`config.mk`:
```
export PLATFORM = sky130hd
export DESIGN_NAME = dmem_io_bus
export DESIGN_NICKNAME = d
export VERILOG_FILES = /design/src/rtl/dmem_io_pkg.sv /design/src/rtl/io_timer.sv /design/src/rtl/dmem_io_bus.sv
export SDC_FILE = /design/constraint.sdc
export NUM_CORES = 2
export LEC_CHECK = 0
export BUFFER_PORTS_ARGS = -buffer_cell sky130_fd_sc_hd__clkbuf_2
export CAP_MARGIN = 15
export CORE_ASPECT_RATIO = 1.25
export CORE_UTILIZATION = 48
export CTS_BUF_LIST = sky130_fd_sc_hd__clkbuf_16
export DETAILED_ROUTE_END_ITERATION = 8
export MAX_ROUTING_LAYER = met4
export PLACE_DENSITY = 0.72
export SLEW_MARGIN = 0
export SYNTH_ARGS = -nofsm -noshare
export SYNTH_HDL_FRONTEND = slang
export SYNTH_SLANG_ARGS = --single-unit
```
`constraint.sdc`:
```
create_clock -name clk -period 4.8 [get_ports clk]
set_input_delay 0.96 -clock clk [delete_from_list [all_inputs] [get_ports clk]]
set_output_delay 0.96 -clock clk [all_outputs]
set_load 0.005 [all_outputs]
```
`src/rtl/dmem_io_pkg.sv`:
```
// Shared definitions for the data-memory responder: IO offsets, timer
// control bit positions and the address region decode.
package dmem_io_pkg;

    localparam logic [7:0] OFF_SWITCHES      = 8'h00;
    localparam logic [7:0] OFF_BUTTONS       = 8'h04;
    localparam logic [7:0] OFF_BTN_EDGE      = 8'h08;
    localparam logic [7:0] OFF_LEDS          = 8'h0C;
    localparam logic [7:0] OFF_TIMER_COUNT   = 8'h10;
    localparam logic [7:0] OFF_TIMER_COMPARE = 8'h14;
    localparam logic [7:0] OFF_TIMER_CTRL    = 8'h18;
    localparam logic [7:0] OFF_TIMER_STATUS  = 8'h1C;

    localparam int CTRL_EN         = 0;
    localparam int CTRL_AUTORELOAD = 1;
    localparam int STATUS_MATCH    = 0;

    typedef enum logic [1:0] {
        REG_RAM,
        REG_IO,
        REG_NONE
    } region_e;

    // RAM takes priority so a low IO_BASE can never shadow data memory.
    function automatic region_e decode_region(input logic [31:0] addr,
                                              input logic [31:0] ram_bytes,
                                              input logic [23:0] io_page);
        region_e r;
        if (addr < ram_bytes)
            r = REG_RAM;
        else if (addr[31:8] == io_page)
            r = REG_IO;
        else
            r = REG_NONE;
        return r;
    endfunction

endpackage

```
`src/rtl/io_timer.sv`:
```
// Prescaled compare timer behind the peripheral window: count, compare,
// control and sticky match status, with a single word write port.
module io_timer
    import dmem_io_pkg::*;
#(
    parameter int PRESCALE = 50
) (
    input  logic        clk,
    input  logic        reset,
    input  logic        we_i,
    input  logic [7:0]  waddr_i,
    input  logic [31:0] wdata_i,
    input  logic [7:0]  raddr_i,
    output logic [31:0] rdata_o,
    output logic        irq_o
);

    localparam int PW = (PRESCALE > 1) ? $clog2(PRESCALE) : 1;
    localparam logic [PW-1:0] PRE_LAST = PW'(PRESCALE - 1);

    logic [PW-1:0] pre_q, pre_d;
    logic [31:0]   count_q, count_d;
    logic [31:0]   cmp_q, cmp_d;
    logic [1:0]    ctrl_q, ctrl_d;
    logic          match_q, match_d;
    logic          tick, hit;
    logic          wr_count, wr_cmp, wr_ctrl, clr_match;

    assign wr_count  = we_i && (waddr_i == OFF_TIMER_COUNT);
    assign wr_cmp    = we_i && (waddr_i == OFF_TIMER_COMPARE);
    assign wr_ctrl   = we_i && (waddr_i == OFF_TIMER_CTRL);
    assign clr_match = we_i && (waddr_i == OFF_TIMER_STATUS) && wdata_i[STATUS_MATCH];

    assign tick = ctrl_q[CTRL_EN] && (pre_q == PRE_LAST);
    assign hit  = tick && (count_q == cmp_q);

    always_comb begin
        pre_d   = pre_q;
        count_d = count_q;
        cmp_d   = cmp_q;
        ctrl_d  = ctrl_q;

        if (!ctrl_q[CTRL_EN] || tick)
            pre_d = '0;
        else
            pre_d = pre_q + 1'b1;

        if (tick) begin
            if (!hit)
                count_d = count_q + 32'd1;
            else if (ctrl_q[CTRL_AUTORELOAD])
                count_d = '0;
            else
                ctrl_d[CTRL_EN] = 1'b0;
        end

        // Software writes land after the tick update so they take precedence.
        if (wr_count)
            count_d = wdata_i;
        if (wr_cmp)
            cmp_d = wdata_i;
        if (wr_ctrl) begin
            ctrl_d = wdata_i[1:0];
            pre_d  = '0;
        end

        match_d = (match_q && !clr_match) || hit;
    end

    always_ff @(posedge clk) begin
        if (reset) begin
            pre_q   <= '0;
            count_q <= '0;
            cmp_q   <= '0;
            ctrl_q  <= '0;
            match_q <= 1'b0;
        end else begin
            pre_q   <= pre_d;
            count_q <= count_d;
            cmp_q   <= cmp_d;
            ctrl_q  <= ctrl_d;
            match_q <= match_d;
        end
    end

    always_comb begin
        rdata_o = '0;
        case (raddr_i)
            OFF_TIMER_COUNT:   rdata_o = count_q;
            OFF_TIMER_COMPARE: rdata_o = cmp_q;
            OFF_TIMER_CTRL:    rdata_o = {30'd0, ctrl_q};
            OFF_TIMER_STATUS:  rdata_o = {31'd0, match_q};
            default:           rdata_o = '0;
        endcase
    end

    assign irq_o = match_q;

endmodule

```
`src/rtl/dmem_io_bus.sv`:
```
// Data-memory port responder: word RAM plus a peripheral window with
// synchronized switches/buttons, button edge capture, LEDs and a timer.
module dmem_io_bus
    import dmem_io_pkg::*;
#(
    parameter int          RAM_WORDS = 64,
    parameter logic [31:0] IO_BASE   = 32'hC000_0000,
    parameter int          PRESCALE  = 50
) (
    input  logic        clk,
    input  logic        reset,
    input  logic        MemWrite,
    input  logic [31:0] Address,
    input  logic [31:0] WriteData,
    output logic [31:0] ReadData,
    input  logic [9:0]  switches,
    input  logic [3:0]  buttons,
    output logic [9:0]  leds,
    output logic        timer_irq
);

    localparam int AW = $clog2(RAM_WORDS);

    region_e       region;
    logic [7:0]    io_off;
    logic          io_we;
    logic [AW-1:0] ram_idx;
    logic [31:0]   mem_q [RAM_WORDS];

    logic [9:0]  sw_s1_q, sw_s2_q;
    logic [3:0]  btn_s1_q, btn_s2_q, btn_s3_q;
    logic [3:0]  edge_q, edge_d;
    logic [9:0]  led_q, led_d;
    logic [31:0] tmr_rdata, io_rdata;

    assign region  = decode_region(Address, 32'(4 * RAM_WORDS), IO_BASE[31:8]);
    assign io_off  = {Address[7:2], 2'b00};
    assign io_we   = MemWrite && (region == REG_IO);
    assign ram_idx = Address[AW+1:2];

    // RAM contents deliberately survive reset.
    always_ff @(posedge clk) begin
        if (MemWrite && (region == REG_RAM))
            mem_q[ram_idx] <= WriteData;
    end

    always_comb begin
        edge_d = edge_q;
        led_d  = led_q;
        if (io_we && (io_off == OFF_BTN_EDGE))
            edge_d = edge_q & ~WriteData[3:0];
        // A fresh rise is OR'd in after the clear, so a same-cycle set wins.
        edge_d = edge_d | (btn_s2_q & ~btn_s3_q);
        if (io_we && (io_off == OFF_LEDS))
            led_d = WriteData[9:0];
    end

    always_ff @(posedge clk) begin
        if (reset) begin
            sw_s1_q  <= '0;
            sw_s2_q  <= '0;
            btn_s1_q <= '0;
            btn_s2_q <= '0;
            btn_s3_q <= '0;
            edge_q   <= '0;
            led_q    <= '0;
        end else begin
            sw_s1_q  <= switches;
            sw_s2_q  <= sw_s1_q;
            btn_s1_q <= buttons;
            btn_s2_q <= btn_s1_q;
            btn_s3_q <= btn_s2_q;
            edge_q   <= edge_d;
            led_q    <= led_d;
        end
    end

    io_timer #(
        .PRESCALE (PRESCALE)
    ) u_timer (
        .clk     (clk),
        .reset   (reset),
        .we_i    (io_we),
        .waddr_i (io_off),
        .wdata_i (WriteData),
        .raddr_i (io_off),
        .rdata_o (tmr_rdata),
        .irq_o   (timer_irq)
    );

    always_comb begin
        io_rdata = '0;
        case (io_off)
            OFF_SWITCHES: io_rdata = {22'd0, sw_s2_q};
            OFF_BUTTONS:  io_rdata = {28'd0, btn_s2_q};
            OFF_BTN_EDGE: io_rdata = {28'd0, edge_q};
            OFF_LEDS:     io_rdata = {22'd0, led_q};
            default:      io_rdata = tmr_rdata;
        endcase
    end

    always_comb begin
        ReadData = '0;
        case (region)
            REG_RAM: ReadData = mem_q[ram_idx];
            REG_IO:  ReadData = io_rdata;
            default: ReadData = '0;
        endcase
    end

    assign leds = led_q;

endmodule

```
* After elaboration in Yosys (flattened, before gate mapping) *
Memory sizes are Yosys's and may differ from the RTL's.
Cells that the tools add are included.

cells by class
  $add $sub $neg = 2
  order comparisons = 1
  equal/unequal tests = 13
  muxes and demuxes = 16
  bitwise logic cells = 5
  reductions and logical operators = 24

operator list
  cell                                                    number
  one-hot mux 32 bit (4 select lines)                     2
  two-way mux 32 bit                                      4
  one-hot mux 32 bit (2 select lines)                     1
  adder 32 x 1 -> 32 bit (second input constant)          1
  equality test 32 bit                                    1
  < comparator 32 x 9 -> 1 bit (second input constant)    1
  equality test 24 bit (second input constant)            1
  equality test 6 x 3 -> 1 bit (second input constant)    4
  equality test 6 x 2 -> 1 bit (second input constant)    2
  logical AND 1 bit                                       12
  bitwise AND 4 bit                                       2
  zero test 8 bit                                         1
  inverter 4 bit                                          2
  adder 6 x 1 -> 6 bit (second input constant)            1
  equality test 6 x 1 -> 1 bit (second input constant)    1
  equality test 6 bit (second input constant)             1
  two-way mux 1 bit                                       6
  nonzero test 2 bit                                      3
  two-way mux 2 bit                                       2
  two-way mux 4 bit                                       1
  bitwise OR 4 bit                                        1
  inequality test 3 x 2 -> 1 bit (second input constant)  1
  AND reduction 3 bit                                     1
  OR reduction 3 bit                                      1
  6 further kinds                                         8

storage, ports and cells
  bits in registers = 119
  bits in writable memories = 2048
  word-level logic and storage cells = 75
  memories = 1

memories
  memory  depth  bits a word  read ports  clocked after memory_dff  write ports  RTL line           text
  mem_q   64     32           1           0                         1            dmem_io_bus.sv:28  logic [31:0] mem_q [RAM_WORDS];

* Depth between registers and ports, before layout *
  depth after elaboration = 10
  depth in mapped cells = 11
  depth with buffers taken out = 9

* By module *
A second synthesis with hierarchy kept.

unflattened totals
  cell total of the unflattened synthesis = 4317
  area total of the unflattened synthesis = 85055.3 um^2

modules (own cells, without submodules)
  module       instances  cells each  area an instance (um^2)  seq. area each (um^2)
  dmem_io_bus  1          3711        80338.3                  62419.9
  io_timer     1          606         4717.0                   1461.4

* Worst setup path after synthesis *
No wires, ideal clock.

  path type = in2reg
  from = in Address[2]
  to = mem mem_q[3][0], enable pin
  data arrival time = 4.426 ns
  required time = 4.339 ns
  setup slack = -0.088 ns
  stages on the path = 8
  buffers on the path = 6
  cells stage by stage = buf_4 buf_6 buf_2 buf_4 buf_4 buf_4 nand2_1 nor3_1

on the way
  cells in the longest elaborated chain, start to end = 6

ends and longest elaborated chain
  item                                     RTL line           text
  start: declaration                       dmem_io_bus.sv:13  input logic [31:0] Address,
  < comparator 32 x 9 -> 1 bit             dmem_io_pkg.sv:29  if (addr < ram_bytes)
  two-way mux 2 bit                        dmem_io_pkg.sv:29
  zero test 2 bit                          dmem_io_bus.sv:43  if (MemWrite && (region == REG_RAM))
  logical AND 1 bit                        dmem_io_bus.sv:43
  two-way mux 1 bit                        dmem_io_bus.sv:43
  two-way mux 1 bit (not written as such)  dmem_io_bus.sv:44  mem_q[ram_idx] <= WriteData;
  end: declaration                         dmem_io_bus.sv:28

Several ways; a longest one is shown, not always the timed one.

* Worst setup path in the final report *
  from = in Address[20]
  to = out ReadData[24]

on the way
  cells in the longest elaborated chain, start to end = 5
  elaborated cells on any way between the ends = 7
  classes of those cells = order compare (1); eq/ne (2); mux (3); reduce/logical (1)

ends and longest elaborated chain
  item                                                                    RTL line            text
  branches (longest 2 deep; another with < comparator 32 x 9 -> 1 bit)    n/a
  two-way mux 2 bit *                                                     dmem_io_pkg.sv:29
  equality test 2 x 1 -> 1 bit / zero test 2 bit (equally long branches)  dmem_io_bus.sv:104  case (region)
  one-hot mux 32 bit (2 select lines) *                                   dmem_io_bus.sv:104
  end: declaration                                                        dmem_io_bus.sv:15   output logic [31:0] ReadData,

Mark *: on every way between the ends.

==> reports/qor.tcl <==
set qor(finalCritPeriodShare_pct) 99.7
set qor(r2r_cells) 8
set qor(outcome) {complete, no violations}
set qor(clock_tree_from_tritoncts) {yes}
set qor(tightestPinTransition_ns) 1.16
set qor(initial_core_util_pct) 48.5
set qor(commonest_non_fill_non_tap_cell_in_the_layout) {sky130_fd_sc_hd__edfxtp_1}
set qor(top_reg_cell_synth) {sky130_fd_sc_hd__edfxtp_1}
set qor(worstPathArrival_ns) 3.82
set qor(placed_area_sq_mm) 0.0903
set qor(layout-drive-gt1-share_pct) 32.0
set qor(wl_per_cell_microns) 31.9
set qor(place.detailed.instances) 6427
set qor(finalWeightedCongestion) 0.927
set qor(nFillCells) 12600
set qor(setup_viol_count_final) 0
set qor(synthesis.area_per_instance_sq_um) 21.6
set qor(clock_tree.root_cell) {sky130_fd_sc_hd__clkbuf_16}
set qor(startpoint_type) {input port}
set qor(max_slew_margin_pct) 22.9
set qor(fp.coreArea_sq_mm) 0.174
set qor(insertion_delay_ns) 0.84
set qor(share_of_the_yosys_chip_area_belonging_to_registers_pct) 75.8
set qor(cp-end-kind) {output pin}
set qor(worstSetupPathType) {in2out}
set qor(first_global_vias) 42700
set qor(finClkSkew_ns) 0.0162
set qor(postLayoutSetupSlackWorst_ns) 0.0155
set qor(reported_leakage_power_nw) 30.5
set qor(post-synth-top-area-fraction_pct) 73.0
set qor(clock_tree.htree_level_count) 4
set qor(finalSetupTns_ns) 0
set qor(detailedPlace.worstSlack_ns) -0.429
set qor(die-height_microns) 470
set qor(holdWs_ns) 0.334
set qor(crit_required_ns) 3.84
set qor(port-buffer-count) 121
set qor(drt_pass1_iterations) 6
set qor(yosysTopAreaCell) {sky130_fd_sc_hd__edfxtp_1}
set qor(worst_hold_path_type) {in2reg}
set qor(power-per-cell-area_mw_per_mm2) 388
set qor(route.detailed.drc) 0
set qor(hold_viol_final) 0
set qor(mappedNetlistNets) 3991
set qor(yosys-top-cells-area) {sky130_fd_sc_hd__edfxtp_1 (73%), sky130_fd_sc_hd__mux4_2 (16%), sky130_fd_sc_hd__dfxtp_1 (2.8%), sky130_fd_sc_hd__mux2i_1 (0.87%), sky130_fd_sc_hd__nand2_1 (0.57%)}
set qor(layout.nets) 4375
set qor(clkTransAtPathRegs_ns) 0.06
set qor(floorplan.rows) 171
set qor(detailedRoute.firstIterationViolations) 5430
set qor(grt.total_usage_pct) 25.2
set qor(grt_pass1_wl_microns) 308000
set qor(antenna_found_initial) 7
set qor(path_max_fanout) 10
set qor(multi_input_comb_area_sq_mm) 0.0198
set qor(hpwlAfterDp_microns) 127000
set qor(syn-instance-count) 3907
set qor(count_of_flip_flops_with_a_built_in_enable_after_synthesis) 2048
set qor(rsz0062_at_grt) {false}
set qor(postCtsSetupBuffers) 0
set qor(mappedNetlistArea_sq_mm) 0.0843
set qor(synth.ff_latch_count) 2167
set qor(detail_route.vias_per_cell) 6.26
set qor(final_cells) 6787
set qor(synth_warnings) 0
set qor(design.die.area_sq_mm) 0.177
set qor(cts_buffers) 196
set qor(achievable-frequency_ghz) 0.209
set qor(via_count) 42500
set qor(clock_sink_count) 2167
set qor(final_design_area_no_fill_sq_mm) 0.0964
set qor(floorplan.io_pins) 124
set qor(sequential_standard_cell_area_sq_mm) 0.0639
set qor(cts-root-to-sink-buffers) 3
set qor(async_flop_share_pct) 0
set qor(period_needed_ns) 4.78
set qor(maxCapViolCount) 0
set qor(cts_hold_buf) 0
set qor(antenna_violating_nets_post_route) 0
set qor(grt_start_max_net_pins) 84
set qor(postRouteWirelength_microns) 216000
set qor(floorplan.die.width_microns) 377
set qor(layout.cells.most_common_list) {sky130_fd_sc_hd__edfxtp_1 (2048), sky130_fd_sc_hd__mux4_2 (607), sky130_fd_sc_hd__buf_4 (241)}
set qor(post_synth_num_cell_types) 63
set qor(hold-path-cell-count) 2
set qor(peakVddDrop_mv) 0.388
set qor(syn_to_final_growth_pct) 14.4
set qor(gr-total-overflow) 0
set qor(finalMaxSlewViolations) 0
[per-layer routing]
| metal | wire, microns | up-vias | global-route usage, % |
|---|---|---|---|
| li1 | - | 17200 | - |
| met1 | 79500 | 22500 | 32.1 |
| met2 | 110000 | 2276 | 41.1 |
| met3 | 20000 | 428 | 4.42 |
| met4 | 7260 | 0 | 8.48 |
| met5 | 0 | - | - |
[Yosys cell counts (all sizes together), types with 14 or more instances]
library cell / n
nor2: 111
mux2i: 73
buf: 143
nand4: 14
o21ai: 47
nor4: 19
nand2: 130
nand3: 38
a21oi: 79
edfxtp: 2048
dfxtp: 119
a22oi: 40
mux4: 607
nor3: 18
a211oi: 19
xor2: 36
clkbuf: 98
a221oi: 34
nor2b: 42
o22ai: 58
[cells by family after synthesis]
| group | count (synthesis) | share of synthesized area [%] |
|---|---|---|
| AOI/OAI and AO/OA | 307 | 2.42 |
| adders and majority gates | 3 | 0.0445 |
| and+or+nand+nor | 447 | 2.67 |
| xor gates and xnor gates | 46 | 0.478 |
| DFF | 2167 | 75.8 |
| buffers and inverters | 251 | 1.42 |
| muxes | 686 | 17.2 |
[through the flow]
step           utilization (%)  total power [mW]
4_1_cts                   55.4              37.6
3_5_place_dp              51.9              22.9
6_report                  55.4              37.4
3_3_place_gp              51.9              22.8
5_1_grt                   55.4              38.3
2_1_floorplan                -              22.0
[flip-flops by register name, summed over array words and instances (netlist names)]
register,count
sw_s1_q,10
leds,10
sw_s2_q,10
u_timer.irq_o,1
u_timer.cmp_q,32
btn_s2_q,4
u_timer.pre_q,6
u_timer.count_q,32
btn_s3_q,4
edge_q,4
btn_s1_q,4
u_timer.ctrl_q,2
mem_q,2048
[worst paths after layout]
path	slack (ns)	end	from
hold / removal	0.33	sw_s1_q[5]$_SDFF_PP0_	switches[5]
setup reg to reg	1.45	u_timer.count_q[7]$_SDFFE_PP0P_	u_timer.count_q[13]$_SDFFE_PP0P_
hold reg to reg	0.44	sw_s2_q[5]$_SDFF_PP0_	sw_s1_q[5]$_SDFF_PP0_
setup / recovery	0.02	ReadData[24]	Address[20]
[critical path, stage by stage]
cell,delay (ns)
sky130_fd_sc_hd__buf_2,0.16
sky130_fd_sc_hd__or4_4,0.55
sky130_fd_sc_hd__nand2b_4,0.18
sky130_fd_sc_hd__or2_1,0.26
sky130_fd_sc_hd__or3_1,0.45
sky130_fd_sc_hd__inv_2,0.10
sky130_fd_sc_hd__nand2_2,0.19
sky130_fd_sc_hd__o32ai_1,0.72
sky130_fd_sc_hd__clkbuf_2,0.23
[what timing repair did]
item | in CTS | in global routing
resized for setup | 10 | 7
setup endpoints to repair | 6 | 6
cloned | 0 | 0
pin swaps | 2 | 1
[layout make-up]
| cell class | instances | share of cell area [%] |
|---|---|---|
| antenna | 2 | 0.00519 |
| timing repair buffer | 427 | 3.91 |
| multi-input combinational | 1489 | 20.5 |
| tap | 2335 | 3.03 |
| clock buffer | 203 | 5.27 |
| clock inverter | 154 | 1.01 |
| sequential | 2167 | 66.2 |
| inverter | 10 | 0.0389 |
[where the power goes]
group	switching [mW]	internal (mW)
registers	0.0137	20.7
logic	1.08	0.722
clock network	6.82	8.08
No activity file was read; power rests on OpenSTA's default activity.
